**src/rtl/vxe_cu_pkg.sv**
```systemverilog
// vxe_cu_pkg: shared opcode, error-code and FSM encodings for the CU decode stage
package vxe_cu_pkg;
    localparam logic [4:0] OP_NOP      = 5'h00;
    localparam logic [4:0] OP_JMP      = 5'h01;
    localparam logic [4:0] OP_SYNC     = 5'h02;
    localparam logic [4:0] OP_DONE     = 5'h03;
    localparam logic [4:0] OP_VEC_BASE = 5'h08;

    localparam logic [1:0] ERR_FETCH   = 2'b01;
    localparam logic [1:0] ERR_ILLEGAL = 2'b10;
    localparam logic [1:0] ERR_ABORT   = 2'b11;

    typedef enum logic [2:0] {S_IDLE, S_RUN, S_SYNC, S_DRAIN, S_RESTART} state_t;
    typedef enum logic [1:0] {EX_JUMP, EX_DONE, EX_ERR} exit_t;
endpackage

```
**src/rtl/vxe_cu_op_classify.sv**
```systemverilog
// vxe_cu_op_classify: combinational decode of a command opcode into its class
module vxe_cu_op_classify
    import vxe_cu_pkg::*;
(
    input  logic [4:0] op,
    output logic       is_nop,
    output logic       is_jmp,
    output logic       is_sync,
    output logic       is_done,
    output logic       is_vec,
    output logic       is_illegal
);
    assign is_nop     = op == OP_NOP;
    assign is_jmp     = op == OP_JMP;
    assign is_sync    = op == OP_SYNC;
    assign is_done    = op == OP_DONE;
    assign is_vec     = op >= OP_VEC_BASE;
    assign is_illegal = !is_vec && op > OP_DONE;
endmodule

```
**src/rtl/vxe_cu_decode_unit.sv**
```systemverilog
// vxe_cu_decode_unit: CU decode/dispatch stage; runs control-flow commands, forwards vector commands
module vxe_cu_decode_unit
    import vxe_cu_pkg::*;
(
    input  logic        clk,
    input  logic        nrst,
    input  logic        i_start,
    input  logic [36:0] i_start_addr,
    input  logic        i_abort,
    output logic        o_busy,
    output logic        o_done,
    output logic        o_err,
    output logic [1:0]  o_err_code,
    output logic [36:0] o_err_addr,
    output logic        o_fu_start,
    output logic [36:0] o_fu_start_addr,
    output logic        o_fu_stop_drain,
    input  logic        i_fu_busy,
    input  logic [36:0] i_fetch_addr,
    input  logic [63:0] i_fetch_data,
    input  logic        i_fetch_vld,
    input  logic        i_fetch_err,
    output logic        o_fetch_rd,
    output logic [63:0] o_cmd,
    output logic        o_cmd_vld,
    input  logic        i_cmd_rdy,
    input  logic        i_vpus_busy
);
    state_t      state, state_d;
    exit_t       exit_q, exit_d;
    logic [36:0] tgt_q, tgt_d, start_addr_d, eaddr_d;
    logic [1:0]  code_d;
    logic        start_d, stop_d, done_d, err_d, vec_pop, slot_free;
    logic        is_nop, is_jmp, is_sync, is_done, is_vec, is_illegal;

    vxe_cu_op_classify u_cls (
        .op         (i_fetch_data[63:59]),
        .is_nop     (is_nop),
        .is_jmp     (is_jmp),
        .is_sync    (is_sync),
        .is_done    (is_done),
        .is_vec     (is_vec),
        .is_illegal (is_illegal)
    );

    assign slot_free = !o_cmd_vld || i_cmd_rdy;
    assign o_busy    = (state != S_IDLE) || o_cmd_vld;

    always_comb begin
        state_d      = state;
        exit_d       = exit_q;
        tgt_d        = tgt_q;
        start_d      = 1'b0;
        start_addr_d = o_fu_start_addr;
        stop_d       = 1'b0;
        done_d       = 1'b0;
        err_d        = 1'b0;
        code_d       = o_err_code;
        eaddr_d      = o_err_addr;
        o_fetch_rd   = 1'b0;
        vec_pop      = 1'b0;
        if (i_abort && (state == S_RUN || state == S_SYNC)) begin
            code_d  = ERR_ABORT;
            stop_d  = 1'b1;
            exit_d  = EX_ERR;
            state_d = S_DRAIN;
        end else begin
            case (state)
                S_IDLE: if (i_start) begin
                    start_d      = 1'b1;
                    start_addr_d = i_start_addr;
                    state_d      = S_RUN;
                end
                S_RUN: if (i_fetch_vld) begin
                    // fetch errors outrank whatever the opcode field says
                    if (i_fetch_err || is_illegal) begin
                        o_fetch_rd = 1'b1;
                        code_d     = i_fetch_err ? ERR_FETCH : ERR_ILLEGAL;
                        eaddr_d    = i_fetch_addr;
                        stop_d     = 1'b1;
                        exit_d     = EX_ERR;
                        state_d    = S_DRAIN;
                    end else if (is_vec) begin
                        o_fetch_rd = slot_free;
                        vec_pop    = slot_free;
                    end else if (is_jmp) begin
                        o_fetch_rd = 1'b1;
                        tgt_d      = i_fetch_data[36:0];
                        stop_d     = 1'b1;
                        exit_d     = EX_JUMP;
                        state_d    = S_DRAIN;
                    end else if (is_sync) begin
                        o_fetch_rd = 1'b1;
                        state_d    = S_SYNC;
                    end else if (is_done) begin
                        o_fetch_rd = 1'b1;
                        stop_d     = 1'b1;
                        exit_d     = EX_DONE;
                        state_d    = S_DRAIN;
                    end else begin
                        o_fetch_rd = is_nop;
                    end
                end
                S_SYNC: if (!o_cmd_vld && !i_vpus_busy) state_d = S_RUN;
                // the stop pulse is still high on the first drain cycle, so it can never exit there
                S_DRAIN: if (!o_fu_stop_drain && !i_fu_busy && !o_cmd_vld) begin
                    state_d = exit_q == EX_JUMP ? S_RESTART : S_IDLE;
                    done_d  = exit_q == EX_DONE;
                    err_d   = exit_q == EX_ERR;
                end
                S_RESTART: begin
                    start_d      = 1'b1;
                    start_addr_d = tgt_q;
                    state_d      = S_RUN;
                end
                default: state_d = S_IDLE;
            endcase
        end
    end

    always_ff @(posedge clk or negedge nrst) begin
        if (!nrst) begin
            state           <= S_IDLE;
            exit_q          <= EX_JUMP;
            tgt_q           <= '0;
            o_fu_start      <= 1'b0;
            o_fu_start_addr <= '0;
            o_fu_stop_drain <= 1'b0;
            o_done          <= 1'b0;
            o_err           <= 1'b0;
            o_err_code      <= '0;
            o_err_addr      <= '0;
            o_cmd           <= '0;
            o_cmd_vld       <= 1'b0;
        end else begin
            state           <= state_d;
            exit_q          <= exit_d;
            tgt_q           <= tgt_d;
            o_fu_start      <= start_d;
            o_fu_start_addr <= start_addr_d;
            o_fu_stop_drain <= stop_d;
            o_done          <= done_d;
            o_err           <= err_d;
            o_err_code      <= code_d;
            o_err_addr      <= eaddr_d;
            if (vec_pop) o_cmd <= i_fetch_data;
            o_cmd_vld       <= vec_pop || (o_cmd_vld && !i_cmd_rdy);
        end
    end
endmodule

```
**config.mk**
```make
export PLATFORM = sky130hd
export DESIGN_NAME = vxe_cu_decode_unit
export DESIGN_NICKNAME = d
export VERILOG_FILES = /design/src/rtl/vxe_cu_pkg.sv /design/src/rtl/vxe_cu_op_classify.sv /design/src/rtl/vxe_cu_decode_unit.sv
export SDC_FILE = /design/constraint.sdc
export NUM_CORES = 1
export LEC_CHECK = 0
export CAP_MARGIN = 10
export CORE_ASPECT_RATIO = 1.75
export CORE_MARGIN = 2
export CORE_UTILIZATION = 45
export DETAILED_ROUTE_END_ITERATION = 16
export PLACE_DENSITY = 0.78
export SLEW_MARGIN = 20
export SYNTH_ARGS = -nofsm -noshare
export SYNTH_HDL_FRONTEND = slang
export SYNTH_HIERARCHICAL = 1
export SYNTH_SLANG_ARGS = --single-unit
export TNS_END_PERCENT = 20
```
**constraint.sdc**
```tcl
create_clock -name clk -period 2.4 [get_ports clk]
set_input_delay 0.24 -clock clk [delete_from_list [all_inputs] [get_ports clk]]
set_output_delay 0.24 -clock clk [all_outputs]
set_load 0.005 [all_outputs]
```
==> run_results.csv, run 1 <==
group,metric,value,unit
synthesis,synth_nets,682,
clocking,clk_pin_slew,70,ps
setup_path,critPathMaxStageDelay,680,ps
synthesis,synth_area_leader_cell,"dfrtp_1",
layout,n_fill_cell,1251,
die,start_util,0.456,
layout,layout.nets,987,
routing,first_pass_iters,5,
timing,worstMarginPinSlew,589,ps
routing,viasPerCell,5.09,
synthesis,synth_top_area_share,0.591,
synthesis,synth_area_leaders,"dfrtp_1, mux2_4, mux2_2",
setup_path,crit_type,"primary input to primary output",
pwr,power_density,1060,nW/µm²
synthesis,synthCells,535,
clocking,cts_inserted_buffers,17,
pwr,p_leak,5.24,nW
synthesis,ys_async_sr_fraction,1.00,
synthesis,yosysSeqAreaShare,0.591,
routing,drc,0,
clocking,ctsHtreeMaxLevel,4,
routing,ant_nets,0,
layout,syn_to_final_growth,49.1,%
routing,wirelength,21100,µm
timing,fin_skew,10.2,ps
setup_path,critPathMaxFanout,6,
layout,layout-drive-gt1-share,0.237,
timing,relSlewSlack,0.603,
die,coreArea,17400,µm²
die,die_area,18700,µm²
layout,final_common_cell,"clkdlybuf4s50_1",
clocking,cts_root_buf,"clkbuf_16",
synthesis,netlist_area,7920,µm²
flow_run,maxCapViolations,0,
pwr,power_switching,3.42,mW
die,rows,64,
synthesis,avgSynthCellArea,14.8,µm²
global_route,grt_pass1_vias,6119,
timing,drv_slew,0,
timing,fin_crit_sh,0.862,
synthesis,yosys_warnings,6,
die,die_h,179,µm
placement,post-place-cells,1050,
run_status,outcome,"finished clean",
pwr,irDropWorstVdd,0.701,mV
placement,gp_congestion,0.945,
synthesis,synth_flop_cell,"dfrtp_1",
placement,io_buffers,293,
timing,finalHoldViolCount,0,
placement,place_hpwl,15600,µm
synthesis,synth.distinct_cells,40,
timing,rsz0062_at_grt,"false",
clocking,cts.path.max_buffers,2,
timing,finalCriticalPeriod,2070,ps
routing,vias,5520,
setup_path,start_kind,"primary input",
pwr,p_int,9.14,mW
pwr,power,12.6,mW
setup_path,worstPathRequired,2160,ps
layout,final_cell_mix,"clkdlybuf4s50_1, dfrtp_1, mux2_4, mux2_2, nand2_1",
routing,dr.first_iter.drc_count,196,
timing,setup_viol_count_final,0,
setup_path,cp_slowest_cell,"clkdlybuf4s50_1",
clocking,clkSinkCount,187,
global_route,grtUsageTotal,0.230,
global_route,grt_pass1_wl,33600,µm
global_route,grt_overflow_total,0,
setup_path,cp.arrival,1830,ps
global_route,grt_max_degree,76,
pwr,pwr-share-clk,0.219,
die,pin_count,294,
global_route,antenna_found_initial,1,
timing,max_freq,0.483,GHz
timing,hold-worst-slack,283,ps
setup_path,worstSetupEndpointType,"primary output",
hold_path,min_path_type,"primary input to async pin",
clocking,cts_tree,"done",
layout,layout.cells.non_filler,1084,
layout,fin_util,0.679,
timing,setup_tns,0,ps
clocking,worstSkewPairLatency,420,ps
routing,detail_route.wl_per_cell,19.5,µm
pwr,swShare,0.272,
pwr,combinationalPowerShare,0.378,
die,die_w,104,µm
synthesis,synth_edf_count,0,
synthesis,ys_seq_elements,187,
setup_path,worstPathCellList,"clkdlybuf4s50_1 > and4bb_2 > nor3_2 > a32oi_1 > o21a_1 > dlymetal6s2s_1",
pwr,p_seq_frac,0.403,
==> stage by stage <==
| step | instance area, µm² | setup slack [ps] |
|---|---|---|
| 2_1_floorplan | 7920 | 443 |
| 3_3_place_gp | 11200 | -80.0 |
| 3_5_place_dp | 11200 | -131 |
| 4_1_cts | 11800 | 10.5 |
| 5_1_grt | 11800 | 245 |
| 6_report | 11800 | 330 |
==> sequential cells by signal, indices dropped and copies added, names as in the netlist <==
name,flops
o_err_code,2
o_cmd_vld,1
o_fu_start,1
o_fu_stop_drain,1
state,3
o_done,1
o_fu_start_addr,37
tgt_q,37
o_cmd,64
exit_q,2
o_err_addr,37
o_err,1
==> synth_stat cells, types with 2 or more instances <==
library cell  count
nand2_1          45
nor4b_1           2
a21oi_1           7
mux2_4           79
inv_1             7
buf_6             4
buf_12            6
nor3b_1           2
clkbuf_1          8
buf_2             6
dfrtp_1         187
nor2_1            8
o21ai_0          42
mux2i_1          38
mux2_2           59
and2_1            2
a21o_1            2
o21a_1            2
nor3_1            5
buf_4             4
==> cell families after synthesis <==
group,Yosys count,share of synthesized area
compound gates,60,0.0439
buf+inv,35,0.0356
mux,176,0.282
simple gates,77,0.0477
flops,187,0.591
==> what timing repair did <==
| action | CTS | global route |
|---|---|---|
| endpoints found under the setup margin | 1 | 1 |
| pin swaps | 1 | 2 |
| resized for setup | 5 | 5 |
| endpoints found under the hold margin | 27 | 0 |
| hold buffers | 1 | 0 |
| buffers inserted | 1 | 0 |
==> power groups by stage <==
stage	clock [mW]	combinational, mW	sequential (mW)
after floorplan	0	1.56	5.08
after global routing	2.95	5.06	5.20
after CTS	2.81	4.81	5.06
after detailed placement	0	4.77	5.10
final	2.75	4.75	5.06
after global placement	0	4.66	5.02
==> per-layer routing <==
layer	vias up	track usage	part of all wire
li1	2487	-	-
met4	0	0.0919	0.029
met2	207	0.421	0.56
met1	2795	0.255	0.36
met3	31	0.0497	0.048
met5	-	0	0
==> final cells by class <==
cell class / count / area [µm²] / area share
Antenna cell: 1 / 2.50 / 0.000212
Clock buffer: 19 / 433 / 0.0367
Tap cell: 231 / 289 / 0.0245
Clock inverter: 12 / 139 / 0.0118
Multi-Input combinational cell: 313 / 3010 / 0.255
Sequential cell: 187 / 4680 / 0.396
Inverter: 7 / 26.3 / 0.00223
Timing Repair Buffer: 314 / 3220 / 0.273
==> final timing paths <==
| check | cells after the start | slack (ps) | to | startpoint |
|---|---|---|---|---|
| max | 6 | 330 | o_fetch_rd | i_fetch_data[61] |
| min reg2reg | 2 | 480 | o_fu_start_addr[6] | o_fu_start_addr[6] |
| min | 2 | 280 | o_cmd[40] | nrst |
| min in group clk | 2 | 430 | o_err_addr[19] | i_fetch_addr[19] |
| max reg2reg | 5 | 390 | o_cmd[3] | state[2] |
| max in group asynchronous | 3 | 1310 | o_err_addr[1] | nrst |
==> critical path, delay by kind of cell <==
kind,cells,cell delay [ps]
and+or+nand+nor,2,500
buffers and inverters,2,830
AOI/OAI and AO/OA,2,260
Power figures use the tool's default switching activity.
==> run 2: changes to the inputs <==
ABC_CLOCK_PERIOD_IN_PS = 2400   (was default)
==> results of run 2 <==
Same layout as run 1: the final DEF is identical, and so are final timing and power.
==> run 3: changes to the inputs <==
CTS_BUF_LIST = sky130_fd_sc_hd__clkbuf_16   (was default)
==> run_results.csv, run 3 (synthesized netlist as in run 1, its figures left out) <==
group,metric,value,unit
run_status,outcome,"finished clean",
placement,gp_congestion,0.945,
timing,finalHoldViolCount,0,
setup_path,cp.arrival,1830,ps
flow_run,maxCapViolations,0,
layout,final_area,11800,µm²
global_route,grt_pass1_vias,6119,
setup_path,cp_slowest_cell,"clkdlybuf4s50_1",
setup_path,startpoint,"i_fetch_data[61]",
routing,detail_route.wl_per_cell,19.5,µm
die,die_area,18700,µm²
timing,rsz0062_at_grt,"false",
clocking,clkSinkCount,187,
die,die_w,104,µm
global_route,antenna_found_initial,1,
timing,max_freq,0.483,GHz
layout,n_fill_cell,1251,
setup_path,worstPathRequired,2160,ps
setup_path,r2r_start,"state[2]",
setup_path,start_kind,"primary input",
layout,final_common_cell,"clkdlybuf4s50_1",
routing,first_pass_iters,5,
die,start_util,0.456,
die,coreArea,17400,µm²
clocking,ctsHtreeMaxLevel,4,
die,die_h,179,µm
timing,relSlewSlack,0.595,
setup_path,critPathMaxFanout,6,
routing,ant_nets,0,
layout,layout-drive-gt1-share,0.237,
routing,drc,0,
setup_path,worstPathCellList,"clkdlybuf4s50_1 > and4bb_2 > nor3_2 > a32oi_1 > o21a_1 > dlymetal6s2s_1",
timing,fin_crit_sh,0.863,
timing,fin_skew,10.4,ps
clocking,cts_inserted_buffers,17,
clocking,cts.path.max_buffers,2,
setup_path,crit_type,"primary input to primary output",
layout,fin_util,0.679,
routing,dr.first_iter.drc_count,197,
timing,worstMarginPinSlew,601,ps
die,pin_count,294,
global_route,grtUsageTotal,0.230,
routing,wirelength,21100,µm
pwr,power_density,1060,nW/µm²
layout,largest_reg_flops,64,
global_route,grt_overflow_total,0,
placement,place_hpwl,15600,µm
die,rows,64,
timing,setup_slack,330,ps
timing,hold-worst-slack,283,ps
layout,layout.nets,987,
timing,setup_viol_count_final,0,
timing,drv_slew,0,
layout,syn_to_final_growth,49.1,%
placement,io_buffers,293,
routing,viasPerCell,5.09,
clocking,clk_pin_slew,70,ps
global_route,grt_max_degree,76,
placement,dp_slack,-131,ps
placement,placed_area,11200,µm²
routing,vias,5516,
setup_path,critPathMaxStageDelay,680,ps
pwr,irDropWorstVdd,0.701,mV
pwr,p_leak,5.25,nW
clocking,worstSkewPairLatency,420,ps
timing,finalCriticalPeriod,2070,ps
clocking,cts_root_buf,"clkbuf_16",
clocking,cts_tree,"done",
global_route,grt_pass1_wl,33600,µm
setup_path,worstSetupEndpointType,"primary output",
hold_path,min_path_type,"primary input to async pin",
layout,final_cell_mix,"clkdlybuf4s50_1, dfrtp_1, mux2_4, mux2_2, nand2_1",
layout,regMostFlops,"o_cmd",
run 3: stage by stage:
step           cells  total power [mW]  setup TNS [ps]
2_1_floorplan    535              6.64               0
3_3_place_gp    1050              9.69           -94.5
3_5_place_dp    1050              9.87           -3110
4_1_cts         1083              12.7               0
5_1_grt         1084              13.2               0
6_report        1084              12.5               0
run 3: where the power goes:
group | internal (mW) | switching (mW)
registers | 4.34 | 0.717
logic | 3.25 | 1.50
clock network | 1.54 | 1.20
run 3: repair_timing:
action,in CTS,in global routing
endpoints found under the setup margin,1,1
hold endpoints to repair,27,0
pin swaps,1,2
gates resized for setup,5,5
hold buffers,1,0
setup buffers,1,0
run 3: critical path, delay by kind of cell:
family | cells | cell delay (ps)
AND/OR/NAND/NOR | 2 | 500
buffers and inverters | 2 | 830
AO/OA/AOI/OAI | 2 | 260
run 3: metal layers:
metal	wire [µm]	share of wire	global-route usage	vias to the layer above
met1	7710	0.36	0.255	2792
met3	1020	0.048	0.0497	31
met5	0	0	0	-
li1	-	-	-	2486
met2	11800	0.56	0.421	207
met4	617	0.029	0.0919	0
run 3: final cells by class:
cell class                 count  area [µm²]  share of cell area
multi-input combinational    313        3010               0.255
antenna                        1        2.50            0.000212
inverter                       7        26.3             0.00223
clock inverter                14         146              0.0124
tap                          231         289              0.0245
clock buffer                  17         425              0.0360
timing repair buffer         314        3220               0.273
sequential                   187        4680               0.396
run 3: path summary, 6_finish.rpt:
| path | end | slack, ps | depth (start not counted) |
|---|---|---|---|
| setup / recovery | o_fetch_rd | 330 | 6 |
| hold reg to reg | o_fu_start_addr[6] | 480 | 2 |
| max in group asynchronous | o_err_addr[1] | 1310 | 3 |
| hold / removal | o_cmd[40] | 280 | 2 |
| min in group clk | o_err_addr[19] | 430 | 2 |
| setup reg to reg | o_cmd[3] | 390 | 5 |
